### src/rtl/alu_nibble_serial_addsub.sv
// 32-bit adder/subtractor using one 4-bit slice, one nibble per clock, LSB nibble first.
// Operands and partial sum live in internal shift registers; res/flags change only on completion.

module alu_nibble_slice (
    input  logic [3:0] a,
    input  logic [3:0] b,
    input  logic       ci,
    output logic [3:0] s,
    output logic       c3,
    output logic       co
);
    logic [3:0] lo;
    logic [1:0] hi;

    // Split at bit 3 so the carry into the slice MSB is exposed for signed overflow.
    always_comb begin
        lo = {1'b0, a[2:0]} + {1'b0, b[2:0]} + {3'b000, ci};
        c3 = lo[3];
        hi = {1'b0, a[3]} + {1'b0, b[3]} + {1'b0, c3};
        s  = {hi[0], lo[2:0]};
        co = hi[1];
    end
endmodule

module alu_nibble_serial_addsub #(
    parameter int NIBBLES = 8
) (
    input  logic                   clk,
    input  logic                   rst,
    input  logic                   start,
    input  logic [4*NIBBLES-1:0]   src_a,
    input  logic [4*NIBBLES-1:0]   src_b,
    input  logic                   sub,
    output logic                   busy,
    output logic                   done,
    output logic [4*NIBBLES-1:0]   res,
    output logic                   carry,
    output logic                   overflow,
    output logic                   zero
);
    localparam int W  = 4 * NIBBLES;
    localparam int CW = $clog2(NIBBLES);

    typedef enum logic [1:0] {IDLE, RUN, DONE} state_t;

    state_t         state;
    logic [W-1:0]   a_sr;
    logic [W-1:0]   b_sr;
    logic [W-1:0]   acc;
    logic           cin;
    logic [CW-1:0]  cnt;

    logic [3:0]     nib_sum;
    logic           nib_c3;
    logic           nib_co;
    logic [W-1:0]   acc_nxt;

    alu_nibble_slice u_slice (
        .a  (a_sr[3:0]),
        .b  (b_sr[3:0]),
        .ci (cin),
        .s  (nib_sum),
        .c3 (nib_c3),
        .co (nib_co)
    );

    // Sum nibbles enter at the top; after NIBBLES shifts the word is in place.
    assign acc_nxt = {nib_sum, acc[W-1:4]};

    always_ff @(posedge clk) begin
        if (rst) begin
            state    <= IDLE;
            a_sr     <= '0;
            b_sr     <= '0;
            acc      <= '0;
            cin      <= 1'b0;
            cnt      <= '0;
            busy     <= 1'b0;
            done     <= 1'b0;
            res      <= '0;
            carry    <= 1'b0;
            overflow <= 1'b0;
            zero     <= 1'b0;
        end else begin
            case (state)
                IDLE, DONE: begin
                    done <= 1'b0;
                    if (start) begin
                        a_sr  <= src_a;
                        b_sr  <= sub ? ~src_b : src_b;
                        cin   <= sub;
                        cnt   <= '0;
                        busy  <= 1'b1;
                        state <= RUN;
                    end else begin
                        state <= IDLE;
                    end
                end
                RUN: begin
                    a_sr <= a_sr >> 4;
                    b_sr <= b_sr >> 4;
                    acc  <= acc_nxt;
                    cin  <= nib_co;
                    cnt  <= cnt + 1'b1;
                    if (cnt == CW'(NIBBLES - 1)) begin
                        res      <= acc_nxt;
                        carry    <= nib_co;
                        overflow <= nib_co ^ nib_c3;
                        zero     <= (acc_nxt == '0);
                        busy     <= 1'b0;
                        done     <= 1'b1;
                        state    <= DONE;
                    end
                end
                default: state <= IDLE;
            endcase
        end
    end
endmodule

### config.mk
export PLATFORM = sky130hd
export DESIGN_NAME = alu_nibble_serial_addsub
export DESIGN_NICKNAME = d
export VERILOG_FILES = /design/src/rtl/alu_nibble_serial_addsub.sv
export SDC_FILE = /design/constraint.sdc
export NUM_CORES = 1
export LEC_CHECK = 0
export ABC_AREA = 1
export CORE_UTILIZATION = 35
export DETAILED_ROUTE_END_ITERATION = 7
export PLACE_DENSITY = 0.64
export SLEW_MARGIN = 20
export SYNTH_ARGS = -nofsm -noshare
export SYNTH_HDL_FRONTEND = slang
export SYNTH_SLANG_ARGS = --single-unit
export TNS_END_PERCENT = 1
### constraint.sdc
create_clock -name clk -period 1.9 [get_ports clk]
set_input_delay 0.475 -clock clk [delete_from_list [all_inputs] [get_ports clk]]
set_output_delay 0.475 -clock clk [all_outputs]
set_load 0.05 [all_outputs]
==> impl_metrics.ini <==
[run_status]
status = finished clean

[finish]
num_antenna_cells = 0
final_cell_mix = nand2_1, dfxtp_1, inv_1, o21ai_0, clkdlybuf4s50_1
drive_gt1_frac = 0.139
final_nets = 914
area_delta_synth_final_pct = 33.9
final_common_cell = nand2_1
stdcell_area_um2 = 7530

[setup_path]
endpoint = zero$_SDFFE_PP0P_
start_kind = flop
crit_arrival_ns = 2.19
crit_type = reg -> reg
cp.required_ns = 2.26
reg2reg_depth = 11
endpoint_kind = flop
r2r_slack_ns = 0.08
startpoint = b_sr[2]$_SDFFE_PP0P_
critPathMaxFanout = 3
timing.rr.end = zero$_SDFFE_PP0P_
reg2reg_from = b_sr[2]$_SDFFE_PP0P_

[logic_synthesis]
yosys_warnings = 0
synth-seq-cells = 135
syn_inst = 737
syn_area_per_cell_um2 = 7.62
synth.distinct_cells = 29
synth_fp_nets = 812
syn_area_um2 = 5620
yosysSeqAreaShare = 0.481

[flow_run]
cap_viol_max_count = 0

[drt]
via_per_inst = 4.61
routed_wl_mm = 13.6
drc = 0
drt-pass1-iter-count = 4
wire_per_inst_um = 12.8
antenna_left = 0
vias = 4897
drt-initial-drc-count = 272

[timing]
grt_setup_unrepaired = yes
finalHoldViolCount = 0
slew_headroom = 0.724
post-route-min-period_ns = 1.82
worst_pin_slew_ns = 0.413
slew_violations = 0
max_freq_mhz = 548
setup_tns_ns = 0
finalCritPeriodShare = 0.960
setup_ws_ns = 0.0764
setup_viol = 0
finalClockSkew_ns = 0.00632

[power]
p_leak_uw = 0.00309
ir_drop_mv = 0.639
power_per_cell_area_nw_per_um2 = 981

[placement]
hpwlAfterDp_mm = 9.24
port_buffers = 104
post_dp_cell_area_um2 = 6890
gp_congestion = 0.766
preCtsSetupSlack_ns = -0.0565

[clock_tree]
cts_buffers = 17
cts_hold_buf = 0
htreeDepth = 4
clockBufferDepth = 2
clockRootBuffer = clkbuf_16
clock_latency_ns = 0.42
cts_tree = done
cts_sinks = 135
clk_pin_slew_worst_paths_ns = 0.06
cts_setup_buffers = 0

[global_route]
grt_pass1_vias = 4620
grt_overflow = 0
grt_max_degree = 44
grt_pass1_wl_mm = 22.4
antenna_found_initial = 0
grt_use_total = 0.174

[hold_path]
holdCritStartpoint = done$_SDFFE_PP0P_
hold_class = reg -> reg

[die]
die_w_um = 129
core_area_um2 = 15400
die_h_um = 129
ios = 105
initial_core_util = 0.364
die_area_um2 = 16600
rows = 45
## timing repair
item / 4_1_cts / 5_1_grt
setup endpoints to repair: 1 / 2
hold endpoints to repair: 0 / 0
pin swaps: 0 / 6
gates resized for setup: 1 / 9
## cell usage after synthesis (all sizes together)
cell | number | area [µm²]
nand2 | 188 | 718
dfxtp | 135 | 2700
inv | 77 | 289
o21ai | 75 | 375
a21oi | 55 | 275
nor2 | 46 | 175
a31oi | 29 | 181
buf | 27 | 154
clkbuf | 23 | 86.3
nand3 | 21 | 110
xnor2 | 21 | 184
a22oi | 11 | 82.6
o221ai | 9 | 78.8
ha | 4 | 50.1
o22ai | 4 | 25.0
xor2 | 4 | 35.0
a211oi | 3 | 22.5
fa | 3 | 60.1
o21a | 1 | 7.51
or2 | 1 | 6.26
## metrics by stage
stage          std cells  hold slack, ns  utilization  power, µW
6_report            1062           0.454        0.488       7380
5_1_grt             1062           0.477        0.488       7710
4_1_cts             1062           0.458        0.486       7450
3_5_place_dp        1031           0.450        0.446       4060
3_3_place_gp        1031           0.446        0.446       4050
2_1_floorplan        737           0.429            -       3680
## worst max-delay path, cell delays in order, from the launching register on
cell and delay [ns]:
dfxtp_2 0.33, ha_4 0.27, nand3_2 0.07, nand3_2 0.08
inv_2 0.04, fa_1 0.56, nand3_1 0.08, nor2_1 0.09
nand2_1 0.05, nor2_1 0.08, nor2_1 0.04, nor2_1 0.06
## routing by layer
metal  part of all wire  global-route usage  routed length (µm)  vias to the layer above
met5                  0                   0                   0                        -
met4              0.010              0.0561                 140                        0
met3              0.044              0.0478                 605                       13
met2               0.46               0.279                6260                      111
met1               0.49               0.227                6610                     2181
li1                   -                   -                   -                     2592
## worst min-delay path by stage
stage                                 end  slack (ns)  cells past startpoint
floorplan             cnt[0]$_SDFFE_PP0P_        0.43                      1
global placement    a_sr[30]$_SDFFE_PP0P_        0.45                      2
detailed placement      done$_SDFFE_PP0P_        0.45                      2
CTS                     done$_SDFFE_PP0P_        0.46                      2
global route            busy$_SDFFE_PP0P_        0.48                      2
finish                  done$_SDFFE_PP0P_        0.45                      2
## area by class of cell
| class | count | area (µm²) |
|---|---|---|
| timing repair buffer | 133 | 1240 |
| multi-input combinational | 475 | 2410 |
| tap | 211 | 264 |
| clock inverter | 8 | 120 |
| clock buffer | 23 | 488 |
| sequential | 135 | 2710 |
| fill | 1574 | 7900 |
| inverter | 77 | 289 |
## sequential cells by signal, summed over array words and instances (netlist names)
name,flops
cnt,3
b_sr,32
a_sr,32
done,1
zero,1
res,32
busy,1
acc,28
carry,1
overflow,1
cin,1
state,2
## cells by family (layout without fill, tap and decap cells)
kind of cell	after synthesis	count (layout)	share of synthesized area
compound gates	187	187	0.187
flops	135	135	0.481
xor+xnor	25	25	0.0390
buf+inv	127	241	0.0942
simple gates	256	256	0.180
fa+ha+maj	7	7	0.0196
## power by group
group / total (µW) / switching [µW] / internal, µW / leakage [µW]
Combinational: 907 / 477 / 429 / 0.00169
Sequential: 3100 / 101 / 3000 / 0.00111
Clock: 3380 / 1190 / 2190 / 0.000295
Total: 7380 / 1770 / 5610 / 0.00309
Power figures use the tool's default switching activity.
